### config.mk
export PLATFORM = sky130hd
export DESIGN_NAME = mem_arbiter
export DESIGN_NICKNAME = d
export VERILOG_FILES = /design/src/rtl/mem_arb_pkg.sv /design/src/rtl/rr_arbiter2.sv /design/src/rtl/mem_arbiter.sv
export SDC_FILE = /design/constraint.sdc
export NUM_CORES = 1
export LEC_CHECK = 0
export CORE_AREA = 2 2 292 294
export CTS_CLUSTER_SIZE = 12
export DETAILED_ROUTE_END_ITERATION = 16
export DIE_AREA = 0 0 294 296
export HOLD_SLACK_MARGIN = 0.05
export PLACE_DENSITY_LB_ADDON = 0.25
export SLEW_MARGIN = 20
export SYNTH_ARGS = -nofsm -noshare
export SYNTH_HDL_FRONTEND = slang
export SYNTH_SLANG_ARGS = --single-unit
### constraint.sdc
create_clock -name clk -period 2.5 [get_ports clk]
set_clock_uncertainty 0.05 [all_clocks]
set_input_delay 0.75 -clock clk [delete_from_list [all_inputs] [get_ports clk]]
set_output_delay 0.75 -clock clk [all_outputs]
set_load 0.01 [all_outputs]
### src/rtl/mem_arb_pkg.sv
// Shared encodings for the memory-port arbiter: FSM states, owner ids, rw codes.
package mem_arb_pkg;

    typedef enum logic [1:0] {
        ST_IDLE  = 2'd0,
        ST_REQ   = 2'd1,
        ST_WDATA = 2'd2,
        ST_RRESP = 2'd3
    } state_e;

    localparam logic OWNER_IC = 1'b0;
    localparam logic OWNER_DC = 1'b1;

    localparam logic RW_READ  = 1'b0;
    localparam logic RW_WRITE = 1'b1;

endpackage

### src/rtl/rr_arbiter2.sv
// Two-way round-robin grant between icache and dcache; last winner is
// remembered only when the top level reports an accepted request.
module rr_arbiter2
    import mem_arb_pkg::*;
(
    input  logic clk,
    input  logic reset,
    input  logic ic_valid,
    input  logic dc_valid,
    input  logic upd_en,
    output logic ic_grant,
    output logic dc_grant,
    output logic winner
);

    logic last_grant_q;

    // On a tie the side that did not win last time goes next.
    always_comb begin
        winner = OWNER_IC;
        if (ic_valid && dc_valid)
            winner = ~last_grant_q;
        else if (dc_valid)
            winner = OWNER_DC;
        ic_grant = ic_valid && (winner == OWNER_IC);
        dc_grant = dc_valid && (winner == OWNER_DC);
    end

    always_ff @(posedge clk or negedge reset) begin
        if (!reset)
            last_grant_q <= OWNER_IC;
        else if (upd_en)
            last_grant_q <= winner;
    end

endmodule

### src/rtl/mem_arbiter.sv
// Shares the main-memory port between icache line reads and dcache
// reads/writebacks; one transaction at a time, sequenced by a small FSM.
module mem_arbiter
    import mem_arb_pkg::*;
#(
    parameter int ADDR_WIDTH = 28,
    parameter int DATA_WIDTH = 128,
    parameter int BEATS      = 4
) (
    input  logic                  clk,
    input  logic                  reset,

    input  logic                  ic_req_valid,
    output logic                  ic_req_ready,
    input  logic [ADDR_WIDTH-1:0] ic_req_addr,
    output logic                  ic_resp_valid,
    output logic [DATA_WIDTH-1:0] ic_resp_data,

    input  logic                  dc_req_valid,
    output logic                  dc_req_ready,
    input  logic [ADDR_WIDTH-1:0] dc_req_addr,
    input  logic                  dc_req_rw,
    input  logic                  dc_wdata_valid,
    output logic                  dc_wdata_ready,
    input  logic [DATA_WIDTH-1:0] dc_wdata,
    output logic                  dc_resp_valid,
    output logic [DATA_WIDTH-1:0] dc_resp_data,

    output logic                  mem_req_valid,
    input  logic                  mem_req_ready,
    output logic [ADDR_WIDTH-1:0] mem_req_addr,
    output logic                  mem_req_rw,
    output logic                  mem_wdata_valid,
    input  logic                  mem_wdata_ready,
    output logic [DATA_WIDTH-1:0] mem_wdata,
    input  logic                  mem_resp_valid,
    input  logic [DATA_WIDTH-1:0] mem_resp_data,

    output logic                  busy
);

    localparam int CNT_W = $clog2(BEATS);
    localparam logic [CNT_W-1:0] LAST_BEAT = CNT_W'(BEATS - 1);

    state_e                state_q, state_d;
    logic [CNT_W-1:0]      beat_cnt_q, beat_cnt_d;
    logic                  owner_q;
    logic [ADDR_WIDTH-1:0] addr_q;
    logic                  rw_q;

    logic ic_grant, dc_grant, winner, arb_en;

    rr_arbiter2 u_arb (
        .clk      (clk),
        .reset    (reset),
        .ic_valid (ic_req_valid),
        .dc_valid (dc_req_valid),
        .upd_en   (arb_en),
        .ic_grant (ic_grant),
        .dc_grant (dc_grant),
        .winner   (winner)
    );

    always_comb begin
        state_d         = state_q;
        beat_cnt_d      = beat_cnt_q;
        arb_en          = 1'b0;
        ic_req_ready    = 1'b0;
        dc_req_ready    = 1'b0;
        mem_req_valid   = 1'b0;
        mem_wdata_valid = 1'b0;
        dc_wdata_ready  = 1'b0;
        ic_resp_valid   = 1'b0;
        dc_resp_valid   = 1'b0;
        case (state_q)
            // Ready is gated by reset so nothing handshakes while it is held low.
            ST_IDLE: begin
                ic_req_ready = reset && ic_grant;
                dc_req_ready = reset && dc_grant;
                if (reset && (ic_grant || dc_grant)) begin
                    arb_en  = 1'b1;
                    state_d = ST_REQ;
                end
            end
            ST_REQ: begin
                mem_req_valid = 1'b1;
                if (mem_req_ready)
                    state_d = (rw_q == RW_WRITE) ? ST_WDATA : ST_RRESP;
            end
            ST_WDATA: begin
                mem_wdata_valid = dc_wdata_valid;
                dc_wdata_ready  = mem_wdata_ready;
                if (dc_wdata_valid && mem_wdata_ready) begin
                    if (beat_cnt_q == LAST_BEAT) begin
                        beat_cnt_d = '0;
                        state_d    = ST_IDLE;
                    end else begin
                        beat_cnt_d = beat_cnt_q + 1'b1;
                    end
                end
            end
            ST_RRESP: begin
                ic_resp_valid = mem_resp_valid && (owner_q == OWNER_IC);
                dc_resp_valid = mem_resp_valid && (owner_q == OWNER_DC);
                if (mem_resp_valid) begin
                    if (beat_cnt_q == LAST_BEAT) begin
                        beat_cnt_d = '0;
                        state_d    = ST_IDLE;
                    end else begin
                        beat_cnt_d = beat_cnt_q + 1'b1;
                    end
                end
            end
            default: state_d = ST_IDLE;
        endcase
    end

    always_ff @(posedge clk or negedge reset) begin
        if (!reset) begin
            state_q    <= ST_IDLE;
            beat_cnt_q <= '0;
            owner_q    <= OWNER_IC;
            addr_q     <= '0;
            rw_q       <= RW_READ;
        end else begin
            state_q    <= state_d;
            beat_cnt_q <= beat_cnt_d;
            // Icache requests are always reads whatever dc_req_rw says.
            if (arb_en) begin
                owner_q <= winner;
                addr_q  <= (winner == OWNER_DC) ? dc_req_addr : ic_req_addr;
                rw_q    <= (winner == OWNER_DC) ? dc_req_rw : RW_READ;
            end
        end
    end

    assign mem_req_addr = addr_q;
    assign mem_req_rw   = rw_q;
    assign mem_wdata    = dc_wdata;
    assign ic_resp_data = mem_resp_data;
    assign dc_resp_data = mem_resp_data;
    assign busy         = (state_q != ST_IDLE);

endmodule

# After elaboration in Yosys (flattened, before gate mapping)
# Cells that the tools add are included.
[op_classes] addsub=1 multipliers=0 n_div=0 n_lt_le_gt_ge=0 eq_ne=8 shift=0 n_mux=24 bitwise_logic=2 n_reduce_logical=15
[op_table] operator="28-bit two-way mux" n=1
[op_table] operator="2-bit two-way mux" n=8
[op_table] operator="1-bit two-way mux" n=13
[op_table] operator="1-bit logical AND" n=9
[op_table] operator="2-bit inequality test (second input constant)" n=4
[op_table] operator="2-bit one-hot mux with 4 select lines" n=1
[op_table] operator="2-bit equality test (second input constant)" n=3
[op_table] operator="2-bit one-hot mux with 2 select lines" n=1
[op_table] operator="4-bit AND reduction" n=1
[op_table] operator="2-bit nonzero test" n=2
[op_table] operator="3-bit AND reduction" n=1
[op_table] operator="2-bit by 1-bit adder with 2-bit output (second input constant)" n=1
[op_table] operator="2-bit by 1-bit equality test with 1-bit output (second input constant)" n=1
[op_table] operator="2-bit zero test" n=1
[op_table] operator="1-bit NOT" n=2
[op_table] operator="1-bit logical OR" n=1
[totals] ff_bits=34 latchBits=0 ram_bits=0 rom_bits=0 inputBits=321 output_inout_bits=421 word_cells=55 n_memories=0

# Longest topological paths before layout
[logic_depth] depth_word=8 ltp_mapped=6 mapped_depth_nobuf=4

# By module
# A second synthesis with hierarchy kept.
[hier_totals] hier_cells=518 area_unflattened_um2=4819.6
[modules_own_cells] mod="mem_arbiter" n_inst=1 cells_each=512 area_per_inst_um2=4749.6 seq_area_each_um2=850.8
[modules_own_cells] mod="rr_arbiter2" n_inst=1 cells_each=6 area_per_inst_um2=70.1 seq_area_each_um2=25.0

# Worst setup path before layout
# OpenSTA, ideal clock, no wires.
[synth_path] path_kind="in2out" start="input port dc_req_valid" end="output port dc_req_ready" arrival_time_ps=1349 required_ps=1700 path_slack_ps=351 cell_stages=3 path_buffers=1 cell_sequence="a21boi_1 buf_2 and2_2"
[synth_via] elab_chain_cells=5 elab_cells_between_ends=6 cone_classes="mux (3); reduce/logical (3)"
[synth_rtl] item="from (decl)" line="mem_arbiter.sv:19" source="input logic dc_req_valid,"
[synth_rtl] item="1-bit two-way mux / 1-bit logical AND (equally long branches)" line="rr_arbiter2.sv:23, rr_arbiter2.sv:21"
[synth_rtl] item="1-bit two-way mux" line="rr_arbiter2.sv:21" source="if (ic_valid && dc_valid)"
[synth_rtl] item="1-bit logical AND (*)" line="rr_arbiter2.sv:26" source="dc_grant = dc_valid && (winner == OWNER_DC);"
[synth_rtl] item="1-bit logical AND (*)" line="mem_arbiter.sv:79" source="dc_req_ready = reset && dc_grant;"
[synth_rtl] item="1-bit two-way mux (*)" line="mem_arbiter.sv:75" source="case (state_q)"
[synth_rtl] item="to (decl)" line="mem_arbiter.sv:20" source="output logic dc_req_ready,"
# Mark *: on every way between the ends. The rest lies on a longest branch, timed or not.

# Worst setup path in the final report
[layout_path] start="input port dc_wdata_valid" end="output port mem_wdata_valid"
[layout_via] elab_chain_cells=1
[layout_rtl] item="from (decl)" line="mem_arbiter.sv:23" source="input logic dc_wdata_valid,"
[layout_rtl] item="1-bit two-way mux" line="mem_arbiter.sv:75"
[layout_rtl] item="to (decl)" line="mem_arbiter.sv:33" source="output logic mem_wdata_valid,"
# No other way between the ends.

==> flow_metrics.py <==
metrics = {
    "layout": {
        "final_area_sq_um": 4490,
        "drive_gt1_share_pct": 37.3,
        "antennaDiodeCount": 0,
        "syn2layout_area_growth_pct": -5.32,
        "nNetsFinal": 570,
    },
    "min_path": {
        "min_path_type": "flop to flop",
    },
    "floorplan": {
        "start_util_pct": 5.64,
        "dieArea_sq_um": 87000,
        "die_w_um": 294,
        "core_area_sq_um": 84200,
        "dieHeight_um": 296,
        "placement_rows": 107,
        "ios": 742,
    },
    "grt": {
        "grt.overflow.total": 0,
        "grt_pass1_vias": 2345,
        "grt_pass1_wl_um": 31100,
        "antenna_found_initial": 0,
        "groute.usage.overall_pct": 5.74,
        "grt_max_degree": 36,
    },
    "cts": {
        "clockRootBuffer": "clkbuf_16",
        "ctsLongestPathBuffers": 2,
        "cts_sinks": 34,
        "cts_tree": "done",
        "cts-buffers-inserted": 5,
        "hold_buffers": 0,
        "clkTransAtPathRegs_ps": 60,
        "ctsHtreeMaxLevel": 2,
        "clk_latency_ps": 290,
    },
    "critical_path": {
        "cp-end-kind": "output port",
        "crit_type": "input pin to output port",
        "path_buf_inv": 2,
        "crit_chain": "clkdlybuf4s50_1 > and3_1 > dlygate4sd2_1",
        "crit_required_ps": 1700,
        "crit_slowest_cell": "clkdlybuf4s50_1",
        "crit_family": "buffers and inverters",
        "arrival_ps": 1650,
        "worstPathMaxFanout": 2,
        "worstSetupStartpointType": "input pin",
        "crit_path_max_incr_delay_ps": 480,
    },
    "synthesis": {
        "ys_ff_latch": 34,
        "synth_nets": 838,
        "synth.distinct_cells": 25,
        "synthCells": 516,
        "ys_seq_area_share_pct": 17.9,
        "avgSynthCellArea_sq_um": 9.20,
        "yosysWarnings": 0,
        "syn-cell-area_sq_um": 4750,
    },
    "place": {
        "dp_slack_ps": -444,
        "place_area_sq_um": 4280,
        "dpl.hpwl_um": 24000,
        "port_buffers": 101,
        "gp_congestion": 0.662,
    },
    "sta": {
        "finalSetupViolCount": 0,
        "maxSlewViolCount": 0,
        "rsz0062_at_grt": "false",
        "fin_ws_ps": 52.8,
        "max-slew-margin-rel_pct": 65.9,
        "worst_slew_pin_slew_ps": 512,
        "min_period_ps": 2450,
        "whs_ps": 466,
        "fmax_ghz": 0.409,
        "hold_viol": 0,
        "fin_crit_sh_pct": 97.9,
        "finalSetupTns_ps": 0,
    },
    "pwr": {
        "p_per_area_nw_per_um2": 793,
        "leakage_uw": 0.00138,
        "vdd_drop_max_mv": 0.226,
    },
    "drt": {
        "vias": 2084,
        "antenna_left": 0,
        "drt_iter0_markers": 56,
        "drt_wl_total_um": 27000,
        "viasPerCell": 1.56,
        "wire_per_inst_um": 20.1,
        "drcViolationCount": 0,
        "firstDrtPassIters": 4,
    },
    "flow_run": {
        "cap_viol_max_count": 0,
    },
    "outcome": {
        "status": "finished, final reports clean",
    },
}
-- routing by layer --
layer	wire, um	global-route usage, %
met1	3870	2.28
met3	9210	9.08
met2	12500	9.31
met5	0	0
met4	1420	3.25
-- cell type report --
type,instances,area [sq um]
well taps,1090,1360
multi-input cells,88,937
inverters,2,7.51
clock inverters,3,68.8
clock buffers,5,125
flip-flops and latches,34,852
fillers,9867,79700
repair buffers,117,1140
-- sequential cells by signal (all words and copies together) (netlist names) --
| signal | flops |
|---|---|
| beat_cnt_q | 2 |
| mem_req_addr | 28 |
| mem_req_rw | 1 |
| state_q | 2 |
| u_arb.last_grant_q | 1 |
-- metrics by stage --
step	util, %	power (uW)	cells
floorplan	-	2480	516
global placement	5.08	2750	1328
detailed placement	5.08	2730	1328
CTS	5.33	3640	1339
global route	5.34	3780	1339
finish	5.34	3560	1339
-- synthesized netlist by cell type, drive strengths merged --
library cell	count	area share (%)
a21boi	1	0.16
a21o	1	0.16
mux2	58	15
a21oi	3	0.32
inv	2	0.16
or2	1	0.13
o21ai	4	0.42
and3	2	0.26
a31oi	2	0.26
buf	392	63
and3b	1	0.21
nor2	5	0.40
and2	2	0.32
ha	1	0.26
nor3b	1	0.40
dfrtp	34	18
a22o	1	0.18
o21a	1	0.16
nand2	3	0.24
nand3	1	0.11
-- final timing paths --
path | startpoint | to | slack (ps) | depth (start not counted)
hold reg to reg | mem_req_addr[13] | mem_req_addr[13] | 470 | 1
hold / removal | mem_req_addr[13] | mem_req_addr[13] | 470 | 1
setup / recovery | dc_wdata_valid | mem_wdata_valid | 50 | 3
max in group asynchronous | reset | state_q[0] | 1550 | 2
setup reg to reg | u_arb.last_grant_q | mem_req_addr[0] | 560 | 6
min in group asynchronous | reset | state_q[0] | 480 | 2
-- worst register-to-register path: stages (launching register included) --
cell and delay (ps):
dfrtp_1 470, a21boi_4 200, buf_6 120, buf_4 90
buf_4 240, mux2_1 400, mux2_4 270
-- placed cells by master, fill, tap and decap left out, types with 2 or more instances in the layout --
| cell type | n |
|---|---|
| clkbuf_16 | 5 |
| a31oi_1 | 2 |
| mux2_4 | 20 |
| and2_2 | 2 |
| nor2_1 | 4 |
| a21oi_1 | 3 |
| o21ai_0 | 4 |
| mux2_2 | 35 |
| buf_4 | 13 |
| dlygate4sd2_1 | 5 |
| buf_12 | 2 |
| bufinv_16 | 2 |
| inv_1 | 2 |
| mux2_1 | 3 |
| and3_1 | 2 |
| nand2_1 | 3 |
| clkdlybuf4s50_1 | 92 |
| dfrtp_1 | 33 |
| buf_2 | 3 |
-- power by group --
part / total (uW) / switching [uW] / internal [uW] / leakage, uW
logic: 1660 / 605 / 1050 / 0.000879
registers: 1050 / 219 / 834 / 0.000404
clock network: 856 / 282 / 574 / 0.0000940
-- kinds of logic after synthesis --
group,share of synthesized area [%]
buf+inv,62.8
flops,17.9
compound gates,1.66
fa+ha+maj,0.264
mux,15.3
simple gates,2.06
-- repair_timing --
item,CTS,global route
gates resized for setup,18,2
setup buffers,3,0
endpoints found under the setup margin,6,2
Power figures use the tool's default switching activity.
